--- config.mk ---
export PLATFORM = sky130hd
export DESIGN_NAME = uart_rx_multi_flat
export DESIGN_NICKNAME = d
export VERILOG_FILES = /design/src/rtl/uart_rx_pkg.sv /design/src/rtl/uart_rx_multi_if.sv /design/src/rtl/uart_rx_fifo.sv /design/src/rtl/uart_rx_multi.sv /design/src/flat_wrapper.sv
export SDC_FILE = /design/constraint.sdc
export NUM_CORES = 1
export LEC_CHECK = 0
export BUFFER_PORTS_ARGS = -buffer_cell sky130_fd_sc_hd__buf_2
export CAP_MARGIN = 10
export CORE_MARGIN = 2
export CORE_UTILIZATION = 29
export DETAILED_ROUTE_END_ITERATION = 6
export GPL_ROUTABILITY_DRIVEN = 0
export SETUP_SLACK_MARGIN = 0.2
export SYNTH_ARGS = -nofsm -noshare
export SYNTH_HDL_FRONTEND = slang
export SYNTH_SLANG_ARGS = --single-unit
--- constraint.sdc ---
create_clock -name CLK -period 2.8 [get_ports CLK]
set_input_delay 0 -clock CLK [delete_from_list [all_inputs] [get_ports CLK]]
set_output_delay 0 -clock CLK [all_outputs]
set_load 0.05 [all_outputs]
--- src/rtl/uart_rx_pkg.sv ---
// rtl/uart_rx_pkg.sv - shared state encoding, prescale floor and vote helper for uart_rx_multi
package uart_rx_pkg;

  typedef enum logic [2:0] {
    IDLE  = 3'd0,
    START = 3'd1,
    DATA  = 3'd2,
    PAR   = 3'd3,
    STOP  = 3'd4,
    DONE  = 3'd5
  } rx_state_e;

  // Smallest oversampling ratio that still leaves room for three mid-bit samples
  localparam logic [5:0] PRESCALE_MIN = 6'd8;

  function automatic logic majority3(input logic a, input logic b, input logic c);
    return (a & b) | (a & c) | (b & c);
  endfunction

endpackage

--- src/rtl/uart_rx_multi_if.sv ---
// rtl/uart_rx_multi_if.sv - line, configuration and received-word signals of uart_rx_multi
interface uart_rx_multi_if #(
  parameter int DATA_WIDTH = 8
);

  logic                  RX_IN;
  logic                  PAR_EN;
  logic                  PAR_TYP;
  logic                  STP2_EN;
  logic [5:0]            Prescale;
  logic                  rd_en;
  logic [DATA_WIDTH-1:0] P_DATA;
  logic                  data_valid;
  logic                  par_err;
  logic                  stp_err;
  logic                  overrun;

  // Side that drives the line and consumes received words
  modport master (
    output RX_IN, PAR_EN, PAR_TYP, STP2_EN, Prescale, rd_en,
    input  P_DATA, data_valid, par_err, stp_err, overrun
  );

  // The receiver itself
  modport slave (
    input  RX_IN, PAR_EN, PAR_TYP, STP2_EN, Prescale, rd_en,
    output P_DATA, data_valid, par_err, stp_err, overrun
  );

endinterface

--- src/rtl/uart_rx_fifo.sv ---
// rtl/uart_rx_fifo.sv - first-word fall-through receive FIFO with wrap-bit pointers
module uart_rx_fifo #(
  parameter int WIDTH = 8,
  parameter int DEPTH = 4
) (
  input  logic             clk,
  input  logic             rst_n,
  input  logic             push,
  input  logic             pop,
  input  logic [WIDTH-1:0] din,
  output logic [WIDTH-1:0] dout,
  output logic             empty,
  output logic             drop
);

  localparam int AW = $clog2(DEPTH);

  logic [AW:0]      wr_ptr;
  logic [AW:0]      rd_ptr;
  logic [WIDTH-1:0] mem [DEPTH];
  logic             full;
  logic             do_push;
  logic             do_pop;

  assign empty   = (wr_ptr == rd_ptr);
  assign full    = (wr_ptr[AW] != rd_ptr[AW]) && (wr_ptr[AW-1:0] == rd_ptr[AW-1:0]);
  assign do_pop  = pop && !empty;
  // A pop in the same cycle frees the slot, so a push into a full FIFO still lands
  assign do_push = push && (!full || do_pop);
  assign drop    = push && !do_push;
  // Head reads as zero while empty so nothing stale is presented
  assign dout    = empty ? '0 : mem[rd_ptr[AW-1:0]];

  // Pointer update; reset empties the FIFO
  always_ff @(posedge clk or negedge rst_n) begin
    if (!rst_n) begin
      wr_ptr <= '0;
      rd_ptr <= '0;
    end else begin
      if (do_push) wr_ptr <= wr_ptr + 1'b1;
      if (do_pop)  rd_ptr <= rd_ptr + 1'b1;
    end
  end

  // Storage write; contents need no reset because the pointers gate visibility
  always_ff @(posedge clk) begin
    if (do_push) mem[wr_ptr[AW-1:0]] <= din;
  end

endmodule

--- src/rtl/uart_rx_multi.sv ---
// rtl/uart_rx_multi.sv - UART receiver with majority vote, parity/stop checks; UART_RX_FIFO_EN adds a receive FIFO
module uart_rx_multi
  import uart_rx_pkg::*;
#(
  parameter int DATA_WIDTH = 8,
  parameter int FIFO_DEPTH = 4
) (
  input  logic            CLK,
  input  logic            RST,
  uart_rx_multi_if.slave  bus
);

  rx_state_e             state;
  rx_state_e             state_nxt;
  logic                  rx_meta;
  logic                  rx_s;
  logic [5:0]            edge_cnt;
  logic [3:0]            bit_cnt;
  logic                  par_en_q;
  logic                  par_typ_q;
  logic                  stp2_q;
  logic [5:0]            pres_q;
  logic [5:0]            pres_clamped;
  logic [5:0]            mid;
  logic                  samp_a;
  logic                  samp_b;
  logic                  samp_done;
  logic                  edge_wrap;
  logic                  bit_val;
  logic                  last_data;
  logic                  last_stop;
  logic [DATA_WIDTH-1:0] data_sr;
  logic                  par_flag;
  logic                  stp_flag;
  logic                  frame_ok;
  logic                  par_err_q;
  logic                  stp_err_q;

  assign pres_clamped = (bus.Prescale < PRESCALE_MIN) ? PRESCALE_MIN : bus.Prescale;
  assign mid          = {1'b0, pres_q[5:1]};
  assign samp_done    = (edge_cnt == mid + 6'd1);
  assign edge_wrap    = (edge_cnt == pres_q - 6'd1);
  // Third vote is the live sample, so the decision is ready in the samp_done cycle
  assign bit_val      = majority3(samp_a, samp_b, rx_s);
  assign last_data    = (bit_cnt == 4'(DATA_WIDTH - 1));
  assign last_stop    = (bit_cnt == {3'b000, stp2_q});
  assign frame_ok     = (state == DONE) && !par_flag && !stp_flag;

  // Two-flop synchroniser; resets to the idle-high line level
  always_ff @(posedge CLK or negedge RST) begin
    if (!RST) begin
      rx_meta <= 1'b1;
      rx_s    <= 1'b1;
    end else begin
      rx_meta <= bus.RX_IN;
      rx_s    <= rx_meta;
    end
  end

  // FSM state register
  always_ff @(posedge CLK or negedge RST) begin
    if (!RST) state <= IDLE;
    else      state <= state_nxt;
  end

  // FSM next-state logic
  always_comb begin
    state_nxt = state;
    case (state)
      IDLE:  if (!rx_s) state_nxt = START;
      START: begin
        if (samp_done && bit_val) state_nxt = IDLE;
        else if (edge_wrap)       state_nxt = DATA;
      end
      DATA:  if (edge_wrap && last_data) state_nxt = par_en_q ? PAR : STOP;
      PAR:   if (edge_wrap) state_nxt = STOP;
      // Leave at the last stop decision so a following start edge is not missed
      STOP:  if (samp_done && last_stop) state_nxt = DONE;
      DONE:  state_nxt = IDLE;
      default: state_nxt = IDLE;
    endcase
  end

  // Oversampling and bit counters; bit_cnt restarts at every state change
  always_ff @(posedge CLK or negedge RST) begin
    if (!RST) begin
      edge_cnt <= '0;
      bit_cnt  <= '0;
    end else if (state == IDLE || state == DONE) begin
      edge_cnt <= '0;
      bit_cnt  <= '0;
    end else begin
      edge_cnt <= edge_wrap ? 6'd0 : edge_cnt + 6'd1;
      if (state_nxt != state) bit_cnt <= '0;
      else if (edge_wrap)     bit_cnt <= bit_cnt + 4'd1;
    end
  end

  // Frame configuration captured at the start edge so mid-frame changes wait a frame
  always_ff @(posedge CLK or negedge RST) begin
    if (!RST) begin
      par_en_q  <= 1'b0;
      par_typ_q <= 1'b0;
      stp2_q    <= 1'b0;
      pres_q    <= PRESCALE_MIN;
    end else if (state == IDLE && !rx_s) begin
      par_en_q  <= bus.PAR_EN;
      par_typ_q <= bus.PAR_TYP;
      stp2_q    <= bus.STP2_EN;
      pres_q    <= pres_clamped;
    end
  end

  // First two votes of each bit, taken just before and at the bit centre
  always_ff @(posedge CLK or negedge RST) begin
    if (!RST) begin
      samp_a <= 1'b1;
      samp_b <= 1'b1;
    end else begin
      if (edge_cnt == mid - 6'd1) samp_a <= rx_s;
      if (edge_cnt == mid)        samp_b <= rx_s;
    end
  end

  // Data shift (LSB first) and per-frame error flags
  always_ff @(posedge CLK or negedge RST) begin
    if (!RST) begin
      data_sr  <= '0;
      par_flag <= 1'b0;
      stp_flag <= 1'b0;
    end else if (state == IDLE) begin
      par_flag <= 1'b0;
      stp_flag <= 1'b0;
    end else if (samp_done) begin
      case (state)
        DATA: data_sr <= {bit_val, data_sr[DATA_WIDTH-1:1]};
        PAR:  if (bit_val != ((^data_sr) ^ par_typ_q)) par_flag <= 1'b1;
        STOP: if (!bit_val) stp_flag <= 1'b1;
        default: ;
      endcase
    end
  end

  // Error pulses, one cycle after DONE
  always_ff @(posedge CLK or negedge RST) begin
    if (!RST) begin
      par_err_q <= 1'b0;
      stp_err_q <= 1'b0;
    end else begin
      par_err_q <= (state == DONE) && par_flag;
      stp_err_q <= (state == DONE) && stp_flag;
    end
  end

  assign bus.par_err = par_err_q;
  assign bus.stp_err = stp_err_q;

`ifdef UART_RX_FIFO_EN
  logic fifo_empty;
  logic fifo_drop;
  logic overrun_q;

  uart_rx_fifo #(
    .WIDTH (DATA_WIDTH),
    .DEPTH (FIFO_DEPTH)
  ) u_fifo (
    .clk   (CLK),
    .rst_n (RST),
    .push  (frame_ok),
    .pop   (bus.rd_en),
    .din   (data_sr),
    .dout  (bus.P_DATA),
    .empty (fifo_empty),
    .drop  (fifo_drop)
  );

  // Overrun pulse for a clean word that found the FIFO full
  always_ff @(posedge CLK or negedge RST) begin
    if (!RST) overrun_q <= 1'b0;
    else      overrun_q <= fifo_drop;
  end

  assign bus.data_valid = !fifo_empty;
  assign bus.overrun    = overrun_q;
`else
  logic [DATA_WIDTH-1:0] p_data_q;
  logic                  data_valid_q;
  logic                  unused_rd_en;
  localparam int         UNUSED_FIFO_DEPTH = FIFO_DEPTH;

  assign unused_rd_en = bus.rd_en;

  // Output word register and valid pulse; errored frames leave P_DATA untouched
  always_ff @(posedge CLK or negedge RST) begin
    if (!RST) begin
      p_data_q     <= '0;
      data_valid_q <= 1'b0;
    end else begin
      data_valid_q <= frame_ok;
      if (frame_ok) p_data_q <= data_sr;
    end
  end

  assign bus.P_DATA     = p_data_q;
  assign bus.data_valid = data_valid_q;
  assign bus.overrun    = 1'b0;
`endif

endmodule
--- src/flat_wrapper.sv ---
// flat-port wrapper written by rule: the top's interface ports become plain ports
module uart_rx_multi_flat import uart_rx_pkg::*;
#(
  parameter int DATA_WIDTH = 8,
  parameter int FIFO_DEPTH = 4
)
  (CLK, RST, bus_RX_IN, bus_PAR_EN, bus_PAR_TYP, bus_STP2_EN, bus_Prescale, bus_rd_en, bus_P_DATA, bus_data_valid, bus_par_err, bus_stp_err, bus_overrun);
  uart_rx_multi_if #(.DATA_WIDTH(DATA_WIDTH)) bus_i ();
  input  logic CLK;
  input  logic RST;
  input wire logic [$bits(bus_i.RX_IN)-1:0] bus_RX_IN;
  input wire logic [$bits(bus_i.PAR_EN)-1:0] bus_PAR_EN;
  input wire logic [$bits(bus_i.PAR_TYP)-1:0] bus_PAR_TYP;
  input wire logic [$bits(bus_i.STP2_EN)-1:0] bus_STP2_EN;
  input wire logic [$bits(bus_i.Prescale)-1:0] bus_Prescale;
  input wire logic [$bits(bus_i.rd_en)-1:0] bus_rd_en;
  output wire logic [$bits(bus_i.P_DATA)-1:0] bus_P_DATA;
  output wire logic [$bits(bus_i.data_valid)-1:0] bus_data_valid;
  output wire logic [$bits(bus_i.par_err)-1:0] bus_par_err;
  output wire logic [$bits(bus_i.stp_err)-1:0] bus_stp_err;
  output wire logic [$bits(bus_i.overrun)-1:0] bus_overrun;
  assign bus_i.RX_IN = bus_RX_IN;
  assign bus_i.PAR_EN = bus_PAR_EN;
  assign bus_i.PAR_TYP = bus_PAR_TYP;
  assign bus_i.STP2_EN = bus_STP2_EN;
  assign bus_i.Prescale = bus_Prescale;
  assign bus_i.rd_en = bus_rd_en;
  assign bus_P_DATA = bus_i.P_DATA;
  assign bus_data_valid = bus_i.data_valid;
  assign bus_par_err = bus_i.par_err;
  assign bus_stp_err = bus_i.stp_err;
  assign bus_overrun = bus_i.overrun;
  uart_rx_multi #(.DATA_WIDTH(DATA_WIDTH), .FIFO_DEPTH(FIFO_DEPTH)) u_core (.CLK(CLK), .RST(RST), .bus(bus_i));
endmodule
[After elaboration in Yosys (flattened, before gate mapping)]
Index checks and enable logic that the tools add are counted.
Word-level totals
  input port bits: 13
  logic and storage cells: 89
  output and inout port bits: 12
  flip-flop bits (word level): 47
Operators by class
  $lt $le $gt $ge: 1
  eq/ne operators: 14
  bitwise logic cells: 7
  add/sub/neg operators: 5
  multiplexer cells: 22
  reduce and logical (&&, ||, !) cells: 22
Operator list (number)
  2-to-1 mux 3 bit: 7
  == test 6 bit: 3
  2-to-1 mux 6 bit: 3
  case mux 3 bit (5 select lines): 1
  2-to-1 mux 4 bit: 3
  AND reduction 3 bit: 3
  logical AND 1 bit: 8
  2-to-1 mux 1 bit: 8
  nonzero test 2 bit: 4
  parity 8 bit: 1
  adder 5 x 1 -> 6 bit (second input constant): 1
  adder 6 x 1 -> 6 bit (second input constant): 1
  == test 3 x 2 -> 1 bit (second input constant): 2
  == test 3 bit (second input constant): 2
  == test 6 x 5 -> 1 bit: 1
  < comparator 6 x 4 -> 1 bit (second input constant): 1
  subtractor 5 x 1 -> 6 bit (second input constant): 1
  subtractor 6 x 1 -> 6 bit (second input constant): 1
  adder 4 x 1 -> 4 bit (second input constant): 1
  == test 4 x 1 -> 1 bit: 1
  == test 4 x 3 -> 1 bit (second input constant): 1
  AND 1 bit: 3
  == test 3 x 1 -> 1 bit (second input constant): 1
  logical NOT 1 bit: 3
  other kinds (9): 10

[Logic depth before layout (Yosys ltp)]
Gate-level depths: netlist (run 1).
  depth after elaboration: 9
  mapped depth: 10
  mapped depth without buffers: 8

[Least setup slack after synthesis (run 1)]
No wires, ideal clock.
  kind: register -> register
  start: reg u_core.pres_q[2]
  end: reg u_core.data_sr[2]
  path buffers: 2
  arrival time: 2074 ps
  data required time: 2675 ps
  clock period less this slack: 2199 ps
  cell stages (with the launch flop): 11
  slack: 601 ps
  setup time: 125 ps
  path through: dfrtp_1 -> buf_2 -> inv_1 -> ha_1 -> xor2_1 -> a211oi_1 -> nand4_1 -> nor2_1 -> and2_1 -> buf_2 -> mux2_2
On the way
  word-level cells in the longest chain between the ends: 3
Ends and longest elaborated chain
  from (decl): RTL line uart_rx_multi.sv:22  | logic [5:0] pres_q;
  from (signal assigned): RTL line uart_rx_multi.sv:110  | pres_q <= pres_clamped;
  adder 5 x 1 -> 6 bit: RTL line uart_rx_multi.sv:41  | assign samp_done = (edge_cnt == mid + 6'd1);
  == test 6 bit: RTL line uart_rx_multi.sv:41
  AND reduction 3 bit (no source line)
  to (signal assigned): RTL line uart_rx_multi.sv:136  | DATA: data_sr <= {bit_val, data_sr[DATA_WIDTH-1:1]};
  to (decl): RTL line uart_rx_multi.sv:32  | logic [DATA_WIDTH-1:0] data_sr;
Every way passes these cells.
A chain may end at the register's enable or synchronous reset.

[Worst setup path after layout (run 1)]
  start: reg u_core.pres_q[1]
  end: reg u_core.data_sr[5]
Same word-level chain as after synthesis.

==> results of run 1 <==
path summary, 6_finish.rpt:
| kind | end | start | cells after the start | slack (ns) |
|---|---|---|---|---|
| hold reg to reg | u_core.rx_s | u_core.rx_meta | 0 | 0.36 |
| setup reg to reg | u_core.data_sr[5] | u_core.pres_q[1] | 8 | 0.41 |
| max in group asynchronous | u_core.pres_q[2] | RST | 2 | 1.64 |
| setup / recovery | u_core.data_sr[5] | u_core.pres_q[1] | 8 | 0.41 |
| hold / removal | u_core.rx_meta | bus_RX_IN | 2 | 0.34 |
| min in group asynchronous | u_core.bus.P_DATA[7] | RST | 2 | 0.43 |
area by class of cell:
| class | instances | share of cell area |
|---|---|---|
| multi-input combinational | 198 | 0.438 |
| sequential | 47 | 0.394 |
| timing repair buffer | 35 | 0.0783 |
| tap | 108 | 0.0450 |
| clock buffer | 6 | 0.0275 |
| inverter | 10 | 0.0125 |
| clock inverter | 2 | 0.00458 |
per-stage QoR:
| step | hold WS, ns | total power [µW] | instance area (µm²) | std cells | util |
|---|---|---|---|---|---|
| final | 0.338 | 2730 | 3000 | 406 | 0.344 |
| after global routing | 0.335 | 2950 | 3000 | 406 | 0.344 |
| after CTS | 0.333 | 2750 | 3000 | 406 | 0.344 |
| after detailed placement | 0.108 | 2290 | 2800 | 387 | 0.321 |
| after global placement | 0.109 | 2260 | 2800 | 387 | 0.321 |
| after floorplan | -0.296 | 2040 | 2600 | 268 | - |
routing by layer:
layer  vias up  share of wire  track usage
li1        965              -            -
met1       942           0.49        0.157
met2        24           0.47        0.186
met3         6          0.021       0.0213
met4         0          0.015       0.0327
met5         -              0            0
registers in the layout, indices dropped and copies added, names as in the netlist, 3 cells and up:
name and flops:
u_core.pres_q 6, u_core.data_sr 8, u_core.state 3, u_core.edge_cnt 6, u_core.bit_cnt 4, u_core.bus.P_DATA 8
cells by family (layout without fill, tap and decap cells):
kind of cell / after synthesis / in the layout / synth area share
other cells: 1 / 1 / 0.00144
flops: 47 / 47 / 0.454
fa+ha+maj: 6 / 6 / 0.0288
mux: 11 / 11 / 0.0471
simple gates: 113 / 113 / 0.213
compound gates: 32 / 32 / 0.0875
xor+xnor: 35 / 35 / 0.125
buf+inv: 23 / 53 / 0.0428
layout by cell type (no fill, tap or decap), types with 2 or more instances in the layout:
master         synthesis  routed
xnor2_1               17      17
clkbuf_8               0       6
nor4b_1                2       2
o21ai_0               12      12
nor2_1                19      19
buf_4                  1       2
ha_1                   6       6
mux2_2                 6       6
or3_1                  4       4
dlygate4sd3_1          0      11
dfrtp_1               42      41
xor2_1                17      17
a21oi_1                6       6
a31oi_1                2       2
mux2_1                 4       4
nand4_1                4       4
or4_1                  2       2
inv_1                  9       9
and3_1                 4       4
dfstp_2                5       5
nor3_1                 2       2
nand2_1               47      47
nand3_1               15      15
buf_2                  5      22
worst max-delay path, delay by kind of cell, from the launching register on:
kind | cells | cell delay, ns
and+or+nand+nor | 3 | 0.70
DFF | 1 | 0.45
muxes | 1 | 0.36
adders and majority gates | 1 | 0.31
AOI/OAI and AO/OA | 1 | 0.19
xor gates and xnor gates | 1 | 0.15
buffers and inverters | 1 | 0.12
where the power goes:
group,switching (µW),internal (µW),leakage (µW)
clock network,237,202,0.0000516
logic,669,532,0.000763
registers,241,849,0.000613
timing repair:
| item | CTS | global route |
|---|---|---|
| endpoints found under the setup margin | 0 | 10 |
| hold buffers | 11 | 0 |
| endpoints found under the hold margin | 52 | 0 |
| resized for setup | 0 | 2 |
==> metrics, run 1 <==
outcome=finished clean; yosys warns=0; arrival time at the worst endpoint=2.58 ns; Antenna Nets Post-Route=0; CP Launch Type=flop; Initial Utilization=0.298; n_diodes=0; synthesized net count=287; crit path max fanout=8; Final Cycle Share=0.853; Synth async-reset ratio=1.00; Mean Syn Cell Area=9.71 µm²; Iter 0 DRT Violations=114; Slew @ Worst Pin=1.06 ns; Netlist cell types=52; vias in the first global route=1918; Final Hold Vio Count=0; GRT Util Overall=0.114; Synth top cells by count=nand2_1 (47), dfrtp_1 (42), nor2_1 (19); Mapped Cells=268; Fin Setup TNS=0 ns; first-pass GRT wire length=9150 µm; Power Density=909 nW/µm²; CTS tree=yes; initial antenna violation count=0; Root Driver=clkbuf_8; Hold/Removal Path Class=in -> reg; via/cell ratio=4.77; slowest CP cell=dfrtp_1; Worst setup EP type=flop; FF/Latch Area=1180 µm²; Max Cap Violations=0; P_leak=0.00143 µW; die height=98.7 µm; share of cells above drive strength 1=0.181; worst setup margin=0.411 ns; vias post-DR=1937; fmax=419 MHz; clock-pin slew on the worst setup and hold paths=0.09 ns; htree depth=2; nets@finish=316; minimum clock period=2.39 ns; Clk Latency, worst-skew pair=0.30 ns; IO buf count=22; setup violators final=0; cts bufs inserted=5; synthesized flop and latch total=47; Synth area leader=dfrtp_1; worst slack, placed=0.222 ns; Ports=25; RSZ-0062 raised after global routing=false; post-CTS setup buffers=0; fillcell total=883; worst setup path class=reg -> reg; Die Area=9750 µm²; CTS Sinks=47; clock skew=0.00377 ns; global route total overflow=0; post-DP HPWL=3780 µm; Synth top area share=0.404; Area growth syn-to-layout=15.4%; largest net degree at the start of global routing=48; Routed WL=5170 µm; worst path required time=2.99 ns; CP cell instances=inv_1 > ha_1 > xor2_1 > a211oi_1 > nand4_1 > nor2_1 > and2_2 > mux2_2; sequential-to-total area share from yosys stat=0.454; Detailed Routing Iterations Pass 1=5; FP Rows=34; core area=8720 µm²; Slew Viols, Final=0; die width=98.7 µm; cell with the most instances after synthesis=nand2_1; Syn Std Cell Area=2600 µm²; DR WL/cell=12.7 µm; Peak VDD IR=265 µV; CP peak stage delay=0.45 ns; number of flops mapped to enable cells by yosys=0; clk buf depth=2; Synth Flop Type=dfrtp_1; area of the multi-input gates=1320 µm²; DRC Markers=0; worst rel slew slack=0.292; Area contributors post-synth=dfrtp_1 (40%), nand2_1 (6.8%), xnor2_1 (5.7%)
No activity file was read; power rests on OpenSTA's default activity.
==> run 2: changes to the inputs <==
Settings changed: PLACE_DENSITY from default to 0.52.
==> metrics, run 2 (synthesized netlist as in run 1, its figures left out) <==
outcome=finished clean; post-DP HPWL=3620 µm (-4.2%); Peak VDD IR=250 µV (-5.8%); max layer used=met4; FP Rows=34 (unchanged); FF/Latch Area=1180 µm² (unchanged); sw frac=0.410 (-0.00971); Final Cycle Share=0.830 (-0.0233); reg-to-reg startpoint=u_core.pres_q[1]; arrival time at the worst endpoint=2.52 ns (-0.06 ns); core area=8720 µm² (unchanged); Power Density=923 nW/µm² (+1.5%); worst setup path class=reg -> reg; CP Launch Type=flop; Ports=25 (unchanged); final non-filler cell total=405 (-0.25%); Clk Latency, worst-skew pair=0.31 ns (about the same); Slew Viols, Final=0 (unchanged); Initial Utilization=0.298 (unchanged); minimum clock period=2.32 ns (-0.0652 ns); vias in the first global route=1942 (+1.3%); DRC Markers=0 (unchanged); post-CTS setup buffers=0 (unchanged); wire length on met1=2590 µm (+2.1%); GRT Util Overall=0.117 (+0.00245); clock skew=0.00896 ns (+0.00519 ns); CP cell instances=inv_1 > ha_1 > xor2_1 > a211oi_1 > nand4_1 > nor2_1 > and2_4 > mux2_2; Area growth syn-to-layout=15.9%; die width=98.7 µm (unchanged); RSZ-0062 raised after global routing=false; crit path max fanout=8 (unchanged); fmax=430 MHz (+2.8%); Iter 0 DRT Violations=100 (-12%); area of the multi-input gates=1320 µm² (about the same); CTS Sinks=47 (unchanged); share of cells above drive strength 1=0.178 (-0.00276); Routed WL=5160 µm (-0.12%); setup violators final=0 (unchanged); largest net degree at the start of global routing=48 (unchanged); switching power=1140 µW (-0.40%); Die Area=9750 µm² (unchanged); CTS tree=yes; Critical Path Start=u_core.pres_q[1]; sequential share of power=0.399 (about the same); IO buf count=22 (unchanged); P_leak=0.00143 µW (about the same); CP bufs+invs=1 (unchanged); initial antenna violation count=0 (unchanged); die height=98.7 µm (unchanged); Max Cap Violations=0 (unchanged); Clk pwr share=0.186 (+0.025); clk buf depth=2 (unchanged); Inst Count DP=386 (-0.26%); first-pass GRT wire length=9190 µm (+0.45%); clock-pin slew on the worst setup and hold paths=0.10 ns (about the same); commonest non-fill, non-tap cell in the layout=nand2_1; Detailed Routing Iterations Pass 1=4 (-1); fillcell total=893 (+1.1%); CP top delay family=simple AND/OR/NAND/NOR gates; via/cell ratio=4.73 (-0.79%); Slew @ Worst Pin=1.05 ns (-0.0128 ns); DR WL met3=133 µm (+25%); n_diodes=0 (unchanged); hold path start=bus_RX_IN; combinational share of power=0.415 (-0.025); met2 routed WL=2360 µm (-3.1%); Worst setup EP type=flop; cts bufs inserted=5 (unchanged); worst path required time=3.00 ns (about the same); worst rel slew slack=0.300 (+0.00853); Core Util, Final=0.346 (+0.00144); Final Hold Vio Count=0 (unchanged); Root Driver=clkbuf_8; vias post-DR=1917 (-1.0%); global route total overflow=0 (unchanged); Antenna Nets Post-Route=0 (unchanged); nets@finish=315 (-0.32%); Hold/Removal Path Class=in -> reg; P_int=1640 µW (+3.7%); slowest CP cell=dfrtp_1; commonest non-fill, non-tap cells in the layout=nand2_1 (47), dfrtp_1 (41), buf_2 (22), nor2_1 (19); htree depth=2 (unchanged); DR WL/cell=12.7 µm (+0.13%); Fin Setup TNS=0 ns (unchanged); CP peak stage delay=0.43 ns (-0.02 ns)
[run 2: cell count changes in the layout (fill, tap and decap cells not counted), sizes merged]
cell | previous run | this run
clkbuf | 6 | 5
buf | 24 | 23
clkinvlp | 0 | 1
clkinv | 2 | 1
bufinv | 0 | 1
[run 2: worst reg2reg max path, stage by stage, from the launching register on]
cell	delay, ns
dfrtp_1	0.43
inv_1	0.11
ha_1	0.31
xor2_1	0.16
a211oi_1	0.22
nand4_1	0.16
nor2_1	0.23
and2_4	0.26
mux2_2	0.34
[run 2: area by class of cell]
class / instances / share of cell area
Multi-Input combinational cell: 198 / 0.437
Sequential cell: 47 / 0.392
Timing Repair Buffer: 34 / 0.0755
Tap cell: 108 / 0.0448
Clock buffer: 5 / 0.0228
Clock inverter: 3 / 0.0153
Inverter: 10 / 0.0124
[run 2: worst paths after layout]
path	endpoint	cells after the start	slack (ns)
max	u_core.data_sr[7]	8	0.48
min	u_core.rx_meta	2	0.33
max reg2reg	u_core.data_sr[7]	8	0.48
min reg2reg	u_core.rx_s	0	0.37
max in group asynchronous	u_core.pres_q[2]	2	1.67
min in group asynchronous	u_core.bus.stp_err	2	0.42
[run 2: layer usage]
layer  up-vias  global-route usage
li1        966                   -
met1       925               0.159
met2        20               0.185
met3         6              0.0277
met4         0              0.0379
met5         -                   0
[run 2: per-stage QoR]
stage / setup slack, ns / area [µm²] / hold WS, ns / total power [µW]
after CTS: 0.312 / 3010 / 0.321 / 2810
final: 0.476 / 3020 / 0.327 / 2780
after global placement: 0.258 / 2790 / 0.108 / 2260
after floorplan: 0.601 / 2600 / -0.296 / 2040
after detailed placement: 0.204 / 2790 / 0.111 / 2270
after global routing: 0.242 / 3020 / 0.311 / 3030
[run 2: what timing repair did]
item,in CTS,in global routing
hold buffers,11,0
resized for setup,1,2
endpoints found under the hold margin,52,0
gates cloned,0,0
endpoints found under the setup margin,1,11
[run 2: power by group through the flow]
stage          sequential (µW)  combinational (µW)  clock, µW
2_1_floorplan              969                1070          0
3_3_place_gp              1120                1140          0
3_5_place_dp              1120                1140          0
4_1_cts                   1110                1160        532
5_1_grt                   1150                1310        567
6_report                  1110                1150        517
